--- config.mk ---
export PLATFORM = sky130hd
export DESIGN_NAME = icache_refill
export DESIGN_NICKNAME = d
export VERILOG_FILES = /design/src/rtl/icache_refill_pkg.sv /design/src/rtl/icache_refill.sv
export SDC_FILE = /design/constraint.sdc
export NUM_CORES = 1
export LEC_CHECK = 0
export BUFFER_PORTS_ARGS = -buffer_cell sky130_fd_sc_hd__buf_4
export CELL_PAD_IN_SITES_DETAIL_PLACEMENT = 1
export CELL_PAD_IN_SITES_GLOBAL_PLACEMENT = 2
export CORE_UTILIZATION = 28
export DETAILED_ROUTE_END_ITERATION = 10
export PLACE_DENSITY = 0.76
export SLEW_MARGIN = 20
export SYNTH_ARGS = -nofsm -noshare
export SYNTH_HDL_FRONTEND = slang
export SYNTH_SLANG_ARGS = --single-unit
--- constraint.sdc ---
create_clock -name i_clk -period 2.2 [get_ports i_clk]
set_input_delay 0.11 -clock i_clk [delete_from_list [all_inputs] [get_ports i_clk]]
set_output_delay 0.11 -clock i_clk [all_outputs]
set_load 0.02 [all_outputs]
--- src/rtl/icache_refill_pkg.sv ---
// Shared defines for the instruction cache refill engine:
// default address width and refill FSM state encodings.
package icache_refill_pkg;

   localparam int DEF_XLEN = 32;

   localparam logic [1:0] ST_IDLE  = 2'd0;
   localparam logic [1:0] ST_FETCH = 2'd1;
   localparam logic [1:0] ST_DONE  = 2'd2;
   localparam logic [1:0] ST_DRAIN = 2'd3;

endpackage

--- src/rtl/icache_refill.sv ---
// icache_refill: fetches one cache block word-by-word over a simple
// req/ack bus and presents the assembled block to the cache.
// Ports:
//   i_clk, i_rst          clock, synchronous active-low reset
//   i_DataReq, i_MemAddr  refill request and miss address from cache
//   o_DataBlock           assembled block, word k at [32k+31:32k]
//   o_MemReady            one-cycle pulse, block complete
//   o_BusReq, o_BusAddr   word read request and word address to bus
//   i_BusAck, i_BusData   bus accept, read data valid same cycle
//   o_Busy                engine not idle
module icache_refill
   import icache_refill_pkg::*;
#(
   parameter int BLOCK_SIZE = 4,
   parameter int XLEN       = DEF_XLEN
) (
   input  logic                    i_clk,
   input  logic                    i_rst,
   input  logic                    i_DataReq,
   input  logic [XLEN-1:0]         i_MemAddr,
   output logic [BLOCK_SIZE*32-1:0] o_DataBlock,
   output logic                    o_MemReady,
   output logic                    o_BusReq,
   output logic [XLEN-1:0]         o_BusAddr,
   input  logic                    i_BusAck,
   input  logic [31:0]             i_BusData,
   output logic                    o_Busy
);

   localparam int OFFW = $clog2(BLOCK_SIZE) + 2;
   localparam int CW   = $clog2(BLOCK_SIZE) + 1;

   localparam logic [XLEN-1:0] OFF_MASK =
      XLEN'((64'd1 << OFFW) - 64'd1);

   typedef enum logic [1:0] {
      IDLE  = ST_IDLE,
      FETCH = ST_FETCH,
      DONE  = ST_DONE,
      DRAIN = ST_DRAIN
   } state_t;

   state_t                  r_state;
   state_t                  w_next;
   logic [XLEN-1:0]         r_base;
   logic [CW-1:0]           r_beat;
   logic [BLOCK_SIZE*32-1:0] r_block;
   logic                    w_last;

   assign w_last = (r_beat == CW'(BLOCK_SIZE - 1));

   always_ff @(posedge i_clk) begin
      if (!i_rst) begin
         r_state <= IDLE;
      end else begin
         r_state <= w_next;
      end
   end

   always_comb begin
      w_next = r_state;
      unique case (r_state)
         IDLE: begin
            if (i_DataReq) w_next = FETCH;
         end
         FETCH: begin
            // an abort that coincides with an ack keeps the word,
            // then spends one cycle in DRAIN before going idle
            if (i_BusAck) begin
               if (!i_DataReq)  w_next = DRAIN;
               else if (w_last) w_next = DONE;
            end else if (!i_DataReq) begin
               w_next = IDLE;
            end
         end
         DONE:  w_next = IDLE;
         DRAIN: w_next = IDLE;
      endcase
   end

   always_ff @(posedge i_clk) begin
      if (!i_rst) begin
         r_base  <= '0;
         r_beat  <= '0;
         r_block <= '0;
      end else begin
         if (r_state == IDLE && i_DataReq) begin
            r_base <= i_MemAddr & ~OFF_MASK;
            r_beat <= '0;
         end
         if (r_state == FETCH && i_BusAck) begin
            r_block[int'(r_beat)*32 +: 32] <= i_BusData;
            r_beat <= r_beat + CW'(1);
         end
      end
   end

   // bus outputs depend only on registered state, never on i_BusAck
   assign o_BusReq    = (r_state == FETCH);
   assign o_BusAddr   = r_base + (XLEN'(r_beat) << 2);
   assign o_MemReady  = (r_state == DONE);
   assign o_Busy      = (r_state != IDLE);
   assign o_DataBlock = r_block;

endmodule

After elaboration in Yosys (flattened, before gate mapping)
Index checks and enable logic that the tools add are counted.
- $add $sub $neg: 3
- equal/unequal tests: 7
- shift-type cells: 2
- muxes and demuxes: 9
- reduce and logical (&&, ||, !) cells: 7
- operators with widths (kind ; count):
    $bwmux 128 ; 1
    $shift 32x33->128 const A ; 1
    $shiftx 32x33->128 ; 1
    $neg 8->33 ; 1
    $add 32x5->32 ; 1
    $mux 2 ; 5
    $mux 3 ; 2
    $ne 3x2->1 const B ; 2
    $pmux 2 s3 ; 1
    $eq 2x2->1 const B ; 2
    $reduce_bool 2->1 ; 2
    $add 3x1->3 const B ; 1
    $eq 3x2->1 const B ; 1
    $reduce_and 3->1 ; 1
    $eq 2x1->1 const B ; 1
    $logic_and 1x1->1 ; 2
    $logic_not 2->1 ; 1
    $ne 2x2->1 const B ; 1
    $reduce_or 2->1 ; 1
- bits in registers: 161
- output and inout port bits: 163
- logic and storage cells: 32

Logic depth before layout (Yosys ltp)
Gate-level depths: netlist of the first run.
- depth in word-level cells: 5
- mapped depth: 9
- gate-level depth less buffers: 7

Worst setup path after synthesis of the first run
Ideal clock, no wire load.
- path kind: register -> register
- from: register r_beat[0]
- to: register r_block[64], in the netlist o_DataBlock[64]
- arrival: 1792 ps
- required time: 2130 ps
- slack: 338 ps
- stages on the path, launching flop included: 10
- clock period less this slack: 1862 ps
- cell sequence: dfxtp_1 -> inv_1 -> ha_1 -> ha_1 -> nor2b_1 -> and3_1 -> buf_4 -> buf_6 -> nand3_1 -> a21boi_1
- cells in the longest elaborated chain, start to end: 3
- elaborated cells between the ends (all ways): 4
- those cells by class: add/sub: 1; shift: 2; mux: 1
- ends and longest elaborated chain (what ; line ; source):
    start, declared ; icache_refill.sv:46 ; logic [CW-1:0] r_beat;
    start signal, assigned ; icache_refill.sv:93 ; r_beat <= r_beat + CW'(1);
    $neg 8->33 * ; icache_refill.sv:92 ; r_block[int'(r_beat)*32 +: 32] <= i_BusData;
    $shiftx 32x33->128 / $shift 32x33->128 (equally long branches) ; icache_refill.sv:92 ;
    $bwmux 128 * ; icache_refill.sv:92 ;
    end signal, assigned by index ; icache_refill.sv:92 ;
    end, declared ; icache_refill.sv:47 ; logic [BLOCK_SIZE*32-1:0] r_block;
Mark *: on every way between the ends. The rest lies on a longest branch, timed or not.
A chain may end at the register's enable or synchronous reset.

Worst setup path after layout of the first run
- from: register r_beat[2]
- to: output port o_BusAddr[24]
- cells in the longest elaborated chain, start to end: 1
- ends and longest elaborated chain (what ; line ; source):
    $add 32x5->32 ; icache_refill.sv:100 ; assign o_BusAddr = r_base + (XLEN'(r_beat) << 2);
    end, declared ; icache_refill.sv:24 ; output logic [XLEN-1:0] o_BusAddr,
No other way between the ends.

==> impl_metrics.py, run 1 <==
metrics = {
    "outcome": {
        "outcome": "finished clean",
    },
    "place": {
        "gp_congestion": 0.720,
        "dp_hpwl_um": 16100,
        "portBuffers": 224,
        "pre_cts_ws_ns": 0.149,
        "placed_area_um2": 8790,
    },
    "clock_tree": {
        "h-tree-depth": 4,
        "cts_buffer_depth": 2,
        "cts_tree": "done",
        "cts.sink_count": 161,
        "clk_latency_ns": 0.43,
        "cts.clk_slew.worst_paths_ns": 0.06,
        "cts_buffers": 17,
        "clockRootBuffer": "clkbuf_16",
    },
    "power_and_ir_drop": {
        "cellLeakagePower_nw": 4.09,
        "powerDensity_nw_per_um2": 670,
        "vdd_drop_max_v": 0.000401,
    },
    "synth": {
        "yosysWarnings": 0,
        "syn_area_um2": 6800,
        "yosys.area.top_type_share_pct": 47.4,
        "yosys-top-cells-area": "dfxtp_1, nand2_1, a21boi_1",
        "syn_inst": 804,
        "avgSynthCellArea_um2": 8.45,
        "ys_seq_area_share_pct": 47.4,
        "synth.largest_area_cell": "dfxtp_1",
        "ys_types": 35,
        "ys_seq_elements": 161,
    },
    "grt": {
        "grt_max_degree": 53,
        "grtUsageTotal_pct": 19.1,
        "grt_pass1_wl_um": 36300,
        "grt_pass1_vias": 6524,
        "antenna_found_initial": 0,
        "overflow": 0,
    },
    "critical_path": {
        "cp_cell_sequence": "ha_4 > ha_4 > nand3_4 > nor4_4 > buf_4 > nand4_1 > xnor2_1 > buf_4",
        "r2r_start": "r_beat[0]$_SDFFE_PN0P_",
        "critPathMaxStageDelay_ns": 0.36,
        "timing.rr.end": "o_DataBlock[116]$_SDFFE_PN0P_",
        "critPathLaunchType": "register",
        "crit_type": "reg2out",
        "reg2reg_slack_ns": 0.17,
        "crit_fanout": 5,
        "crit_required_ns": 2.09,
        "cp.arrival_ns": 1.95,
        "cpMaxStageDelayCell": "dfxtp_4",
        "cp-end-kind": "primary output",
        "reg2regPathDepth": 8,
    },
    "sta": {
        "fin_crit_ns": 2.06,
        "rsz0062_at_grt": "false",
        "final_hold_viol_count": 0,
        "slew_viol_final": 0,
        "fin_crit_sh_pct": 93.8,
        "setup_viol": 0,
        "clock_skew_ns": 0.0104,
        "final.setup.worst_slack_ns": 0.136,
        "clock.fmax_mhz": 484,
        "setup_tns_ns": 0,
    },
    "cells_and_area": {
        "drive_gt1_share_pct": 28.9,
        "diodes": 0,
        "area_growth_pct": 48.9,
        "design_area_um2": 10100,
        "layout_commonest_cell": "nand2_1",
        "final_cell_mix": "nand2_1, buf_4, dfxtp_1, a21boi_1, dlygate4sd3_1",
        "finalNetCount": 1152,
    },
    "drt": {
        "drtAntennaViolNets": 0,
        "drt_iter0_drc": 237,
        "routedWlPerCell_um": 16.7,
        "routed_wl_um": 23500,
        "firstDrtPassIters": 4,
        "drc": 0,
        "vias_per_cell": 4.56,
        "num_vias": 6424,
    },
    "floorplanning": {
        "fp-row-count": 56,
        "die_h_um": 158,
        "ios": 231,
        "die_w_um": 158,
        "start_util_pct": 28.8,
        "coreArea_um2": 23600,
        "dieArea_um2": 24900,
    },
    "min_path": {
        "hold_depth": 3,
        "holdPathEnd": "r_state[0]$_SDFFE_PN0P_",
        "hold_class": "in2reg",
        "min_from": "i_DataReq",
    },
    "run": {
        "drv_cap": 0,
    },
}
==> cell families (layout without fill, tap and decap cells) <==
logic type                 count (synthesis)  after routing  share of synthesized area (%)
and+or+nand+nor                          380            380                           24.5
AOI/OAI and AO/OA                        161            161                           17.7
DFF                                      161            161                           47.4
buffers and inverters                     69            354                           5.93
xor gates and xnor gates                  26             26                           3.35
adders and majority gates                  6              6                           1.10
other                                      1              2                         0.0552
==> critical path: cells and delay by family, from the launching register on <==
kind	cells	cell delay [ns]
xor+xnor	1	0.17
fa+ha+maj	2	0.32
buf+inv	2	0.33
flops	1	0.36
simple gates	3	0.36
==> synthesized netlist by cell type <==
cell type and number:
nor3b_1 1, nor4_1 1, nor3_1 3, inv_1 9, a21boi_0 36, a22oi_1 1, o21a_1 1, and4b_1 1
nand4_2 3, nor4bb_1 1, nand3_2 1, buf_4 9, and4_1 1, nor4_4 3, nand4b_1 1, conb_1 1
buf_6 12, and2_1 1, nand4_1 9, and3_1 3, a21oi_1 3, and4bb_2 1, a21boi_1 120, nor2b_1 7
dfxtp_1 161, buf_2 16, ha_1 6, nand3_1 43, xnor2_1 21, clkbuf_1 23, and3b_1 1, nand2b_1 1
nand2_1 290, xor2_1 5, nor2_1 8
==> report_power, final <==
group,switching (W),internal [W],total [W]
Sequential,0.0000574,0.00297,0.00303
Clock,0.00130,0.00180,0.00310
Combinational,0.000326,0.000328,0.000654
==> flip-flops by register name (all words and copies together) (netlist names) <==
name         count
r_base          28
o_DataBlock    128
r_state          2
r_beat           3
==> through the flow <==
step	utilization [%]	instances	hold slack (ns)	power, W
after CTS	42.6	1407	0.0241	0.00688
after detailed placement	37.2	1312	0.383	0.00366
after floorplan	-	805	0.245	0.00337
final	42.9	1409	0.0467	0.00678
after global placement	37.2	1312	0.376	0.00366
after global routing	42.9	1409	0.0610	0.00704
==> timing repair <==
action | CTS | global route
gates cloned | 0 | 0
setup endpoints to repair | 19 | 14
pin swaps | 3 | 4
gates resized for setup | 9 | 12
setup buffers | 4 | 2
endpoints found under the hold margin | 156 | 0
hold buffers | 60 | 0
==> worst max path at each step <==
stage                                  startpoint                           end  slack [ns]
final                      r_beat[2]$_SDFFE_PN0P_                 o_BusAddr[24]        0.14
after global placement     r_beat[2]$_SDFFE_PN0P_                 o_BusAddr[28]        0.15
after CTS                  r_beat[2]$_SDFFE_PN0P_                 o_BusAddr[24]        0.02
after floorplan            r_beat[0]$_SDFFE_PN0P_  o_DataBlock[64]$_SDFFE_PN0P_        0.34
after global routing      r_base[14]$_SDFFE_PN0P_                 o_BusAddr[23]       0.002
after detailed placement   r_beat[0]$_SDFFE_PN0P_  o_DataBlock[97]$_SDFFE_PN0P_        0.15
==> per-layer routing <==
metal	vias to the layer above	wire, µm	part of all wire [%]	GRT usage, %
li1	3179	-	-	-
met1	3078	10600	45	23.9
met2	148	10800	46	31.1
met3	19	1800	7.7	6.43
met4	0	264	1.1	5.36
met5	-	0	0	0
==> final cells by class <==
class                   count  area [µm²]
fillers                  2803       13500
multi-input cells         575        3260
flip-flops and latches    161        3240
repair buffers            314        2580
clock buffers              17         425
well taps                 319         399
clock inverters            14         178
inverters                   9        33.8
(Power assumes the default switching activity.)
==> run 2: changes to the inputs <==
==> constraint.sdc (replaced) <==
create_clock -name i_clk -period 2.2 [get_ports i_clk]
set_input_delay 0.11 -clock i_clk [delete_from_list [all_inputs] [get_ports i_clk]]
set_output_delay 0.11 -clock i_clk [all_outputs]
set_load 0.05 [all_outputs]
==> run 2 against run 1 <==
Register-to-register slack gained 0.08 ns. Utilization grew 0.71 points. Hold slack lost 0.0070 ns. Global-route usage grew 0.11 points. Maximum frequency shrank 2.9%. Cell area grew 1.7%. Largest power group unchanged.
==> impl_metrics.py, run 2 (synthesis results as in run 1) <==
metrics = {
    "floorplanning": {
        "die_w_um": 158,
        "die_h_um": 158,
        "coreArea_um2": 23600,
        "dieArea_um2": 24900,
        "fp-row-count": 56,
        "ios": 231,
        "start_util_pct": 28.8,
    },
    "grt": {
        "grt_max_degree": 60,
        "grt_pass1_wl_um": 36600,
        "grtUsageTotal_pct": 19.2,
        "antenna_found_initial": 0,
        "grt_pass1_vias": 6570,
        "overflow": 0,
    },
    "power_and_ir_drop": {
        "powerDensity_nw_per_um2": 683,
        "p_int_w": 0.00517,
        "cellLeakagePower_nw": 4.21,
        "power.switching_w": 0.00186,
        "vdd_drop_max_v": 0.000474,
        "power.share.clock_pct": 45.5,
        "pwr-share-comb_pct": 11.4,
        "switching_share_pct": 26.4,
        "sequentialPowerShare_pct": 43.2,
    },
    "drt": {
        "vias_per_cell": 4.52,
        "routedWlPerCell_um": 16.7,
        "drc": 0,
        "drt_iter0_drc": 164,
        "routed_wl_um": 23500,
        "drtAntennaViolNets": 0,
        "firstDrtPassIters": 4,
        "num_vias": 6381,
    },
    "sta": {
        "clock_skew_ns": 0.0159,
        "setup_viol": 0,
        "timing.hold.ws_ns": 0.0396,
        "final_hold_viol_count": 0,
        "slew_viol_final": 0,
        "fin_crit_ns": 2.13,
        "rsz0062_at_grt": "true",
        "fin_crit_sh_pct": 96.6,
        "clock.fmax_mhz": 470,
        "final.setup.worst_slack_ns": 0.0744,
    },
    "place": {
        "gp_congestion": 0.714,
        "portBuffers": 224,
        "pre_cts_ws_ns": 0.143,
        "dp_hpwl_um": 15900,
    },
    "clock_tree": {
        "clockRootBuffer": "clkbuf_16",
        "cts.clk_slew.worst_paths_ns": 0.06,
        "cts_buffer_depth": 2,
        "h-tree-depth": 4,
        "cts.sink_count": 161,
        "cts_buffers": 17,
        "clk_latency_ns": 0.43,
        "cts_tree": "done",
    },
    "critical_path": {
        "crit_type": "reg2out",
        "cpMaxStageDelayCell": "dfxtp_2",
        "critPathBufInv": 1,
        "critPathLaunchType": "register",
        "crit_required_ns": 2.09,
        "cp.arrival_ns": 2.02,
        "cp_cell_sequence": "ha_4 > ha_4 > nand3_4 > nor2_2 > nand4_1 > xnor2_2 > buf_4",
        "crit_fanout": 5,
        "critPathMostFrequentCell": "ha_4",
        "critPathMaxStageDelay_ns": 0.36,
        "cp-end-kind": "primary output",
        "critPathTopFamily": "simple AND/OR/NAND/NOR gates",
    },
    "cells_and_area": {
        "finalNetCount": 1153,
        "area_growth_pct": 51.3,
        "diodes": 0,
        "largest_reg_flops": 128,
        "final_cell_mix": "nand2_1, buf_4, dfxtp_1, a21boi_1, dlygate4sd3_1",
        "drive_gt1_share_pct": 30.7,
        "layout_commonest_cell": "nand2_1",
    },
    "run": {
        "drv_cap": 0,
    },
    "outcome": {
        "outcome": "finished clean",
    },
    "min_path": {
        "hold_class": "in2reg",
    },
}
[run 2: what timing repair did]
item,4_1_cts,5_1_grt
hold buffers,60,0
endpoints found under the setup margin,20,57
gates resized for setup,22,16
pin swaps,3,6
buffers inserted,5,3
endpoints found under the hold margin,156,0
[run 2: power groups by stage]
| stage | logic (W) | registers [W] | clock network, W |
|---|---|---|---|
| 2_1_floorplan | 0.000351 | 0.00316 | 0 |
| 3_3_place_gp | 0.000710 | 0.00309 | 0 |
| 3_5_place_dp | 0.000713 | 0.00309 | 0 |
| 4_1_cts | 0.000804 | 0.00303 | 0.00330 |
| 5_1_grt | 0.000858 | 0.00304 | 0.00342 |
| 6_report | 0.000799 | 0.00303 | 0.00319 |
[run 2: layer usage]
| layer | wire (µm) | global-route usage, % | vias up |
|---|---|---|---|
| met5 | 0 | 0 | - |
| met4 | 261 | 5.13 | 0 |
| met1 | 10700 | 24.2 | 3025 |
| met3 | 1810 | 6.60 | 19 |
| li1 | - | - | 3190 |
| met2 | 10800 | 31.1 | 147 |
[run 2: path summary, 6_finish.rpt]
check	startpoint	end	slack, ns	depth (start not counted)
worst min-delay path	i_DataReq	r_state[0]$_SDFFE_PN0P_	0.04	3
worst min register to register	o_DataBlock[3]$_SDFFE_PN0P_	o_DataBlock[3]$_SDFFE_PN0P_	0.45	2
worst max-delay path	r_beat[2]$_SDFFE_PN0P_	o_BusAddr[30]	0.07	7
worst max register to register	r_beat[0]$_SDFFE_PN0P_	o_DataBlock[89]$_SDFFE_PN0P_	0.25	8
[run 2: cell type report]
type / count / area, µm²
clock buffers: 18 / 439
clock inverters: 14 / 189
fillers: 2791 / 13300
inverters: 9 / 33.8
multi-input cells: 575 / 3360
flip-flops and latches: 161 / 3250
well taps: 319 / 399
repair buffers: 315 / 2610
[run 2: worst register-to-register path: stages (launching register included)]
cell and delay (ns):
dfxtp_1 0.33, inv_1 0.05, ha_1 0.19, ha_1 0.30
nor2b_2 0.26, and3_2 0.25, buf_12 0.21, nand3_1 0.12
a21boi_0 0.17
[run 2: per-stage QoR]
step | area (µm²) | TNS (ns) | cells | util [%] | power [W]
after floorplan | 6880 | 0 | 805 | - | 0.00351
after global placement | 8870 | 0 | 1311 | 37.6 | 0.00380
after detailed placement | 8870 | 0 | 1311 | 37.6 | 0.00380
after CTS | 10200 | -0.0148 | 1408 | 43.3 | 0.00714
after global routing | 10300 | -0.163 | 1411 | 43.6 | 0.00731
final | 10300 | 0 | 1411 | 43.6 | 0.00702
==> run 3: changes to the inputs <==
- CORE_ASPECT_RATIO: not set -> 1.75
==> run 3 against run 2 <==
Critical path depth increased by 1. Count of clock-buffer cells in the layout increased by 8. Utilization decreased by 0.42 points. Maximum frequency decreased by 0.63%. Register-to-register slack got worse by 0.08 ns. Flip-flop and latch count unchanged. Total power decreased by 5.0%. Cell area increased by 0.35%.
==> impl_metrics.py, run 3 (synthesis results as in run 1) <==
metrics = {
    "outcome": {
        "outcome": "finished clean",
    },
    "cells_and_area": {
        "area_growth_pct": 51.9,
        "design_area_um2": 10300,
        "diodes": 0,
        "fillers": 2814,
        "largest_reg_flops": 128,
        "multi_input_area_um2": 3380,
        "final_cell_mix": "nand2_1, buf_4, dfxtp_1, a21boi_1, dlygate4sd3_1",
        "layout_commonest_cell": "nand2_1",
        "finalNetCount": 1165,
        "drive_gt1_share_pct": 30.0,
        "fin_util_pct": 43.1,
        "fin_cells": 1411,
        "seq_area_um2": 3240,
    },
    "floorplanning": {
        "die_h_um": 208,
        "die_w_um": 120,
        "coreArea_um2": 23900,
        "fp-row-count": 75,
        "start_util_pct": 28.4,
        "dieArea_um2": 24900,
        "ios": 231,
    },
    "drt": {
        "drtAntennaViolNets": 0,
        "vias_per_cell": 4.64,
        "num_vias": 6540,
        "routedWlPerCell_um": 17.8,
        "routed_wl_um": 25200,
        "firstDrtPassIters": 4,
        "drc": 0,
        "drt_iter0_drc": 163,
    },
    "clock_tree": {
        "h-tree-depth": 4,
        "clk_latency_ns": 0.44,
        "cts_buffer_depth": 2,
        "cts.clk_slew.worst_paths_ns": 0.06,
        "cts.sink_count": 161,
        "clockRootBuffer": "clkbuf_16",
        "cts_buffers": 17,
        "cts_tree": "done",
    },
    "place": {
        "portBuffers": 224,
        "dp_hpwl_um": 17400,
        "dp_cells": 1310,
        "placed_area_um2": 8950,
        "gp_congestion": 0.814,
    },
    "grt": {
        "grt_busiest_layer": "met2",
        "antenna_found_initial": 0,
        "use_met3_pct": 5.46,
        "grt_pass1_wl_um": 39000,
        "grt_max_degree": 64,
        "gr-usage-met2_pct": 38.8,
        "overflow": 0,
        "grt_pass1_vias": 6838,
        "grtUsageTotal_pct": 20.7,
        "gr-usage-met1_pct": 21.5,
    },
    "critical_path": {
        "critPathBufInv": 2,
        "crit_required_ns": 2.09,
        "crit_type": "reg2out",
        "critPathTopFamily": "simple AND/OR/NAND/NOR gates",
        "crit_fanout": 5,
        "cp-end-kind": "primary output",
        "cpMaxStageDelayCell": "dfxtp_2",
        "critPathMaxStageDelay_ns": 0.35,
        "cp_cell_sequence": "ha_4 > ha_4 > nand3_4 > nor4_4 > buf_6 > nand4_1 > xnor2_2 > buf_6",
        "cp.arrival_ns": 2.03,
        "critPathLaunchType": "register",
    },
    "sta": {
        "slew-limit-headroom_pct": 56.4,
        "fin_crit_ns": 2.14,
        "rsz0062_at_grt": "true",
        "timing.hold.ws_ns": 0.0332,
        "final_hold_viol_count": 0,
        "clock_skew_ns": 0.00935,
        "setup_viol": 0,
        "clock.fmax_mhz": 467,
        "slew_viol_final": 0,
        "fin_crit_sh_pct": 97.2,
        "worst_pin_slew_ns": 0.654,
    },
    "run": {
        "drv_cap": 0,
    },
    "power_and_ir_drop": {
        "powerDensity_nw_per_um2": 646,
        "vdd_drop_max_v": 0.000456,
        "cellLeakagePower_nw": 4.24,
    },
    "min_path": {
        "hold_class": "in2reg",
    },
}
run 3: changes by cell type in the layout (fill, tap and decap cells not counted), moves of 3 or more:
cell,before,now
buf_4,245,249
dfxtp_2,10,7
buf_6,3,8
dfxtp_1,146,153
clkbuf_1,0,6
inv_6,5,0
clkinv_2,0,3
dfxtp_4,5,1
run 3: worst paths after layout:
check             cells after the start  slack, ns                           to                         from
setup / recovery                      8       0.06                o_BusAddr[24]       r_base[4]$_SDFFE_PN0P_
hold reg to reg                       2       0.45  o_DataBlock[2]$_SDFFE_PN0P_  o_DataBlock[2]$_SDFFE_PN0P_
hold / removal                        3       0.03      r_state[0]$_SDFFE_PN0P_                     i_BusAck
setup reg to reg                      9       0.17  o_DataBlock[1]$_SDFFE_PN0P_       r_beat[2]$_SDFFE_PN0P_
run 3: metal layers:
layer	vias up	routed length (µm)
met5	-	0
met3	35	1180
met2	174	13700
met1	3132	9620
met4	0	715
li1	3199	-
run 3: stage by stage:
| step | total power (W) | setup slack (ns) | TNS, ns |
|---|---|---|---|
| final | 0.00667 | 0.0609 | 0 |
| after global routing | 0.00695 | -0.0285 | -0.0443 |
| after CTS | 0.00678 | -0.0635 | -0.125 |
| after detailed placement | 0.00382 | 0.0831 | 0 |
| after global placement | 0.00382 | 0.163 | 0 |
| after floorplan | 0.00351 | 0.0210 | 0 |
run 3: layout make-up:
| cell class | instances | area share (%) |
|---|---|---|
| multi-input combinational | 575 | 32.7 |
| sequential | 161 | 31.3 |
| timing repair buffer | 327 | 26.6 |
| clock buffer | 26 | 4.74 |
| tap | 308 | 3.73 |
| clock inverter | 5 | 0.521 |
| inverter | 9 | 0.327 |
run 3: report_power, final:
part           switching (W)  leakage (nW)  internal (W)  total (W)
logic               0.000478          2.67      0.000351   0.000829
clock network        0.00118         0.268       0.00164    0.00281
registers          0.0000578          1.31       0.00297    0.00303
total                0.00171          4.24       0.00496    0.00667
run 3: what timing repair did:
action                                  in CTS  in global routing
hold buffers                                61                  0
endpoints found under the setup margin      19                142
endpoints found under the hold margin      157                  0
gates resized for setup                     19                 16
buffers inserted                             7                  2
pin swaps                                    6                  9
run 3: worst min-delay path: cells and delay by family:
| family | cells | cell delay [ns] |
|---|---|---|
| simple gates | 2 | 0.21 |
| buf+inv | 1 | 0.10 |
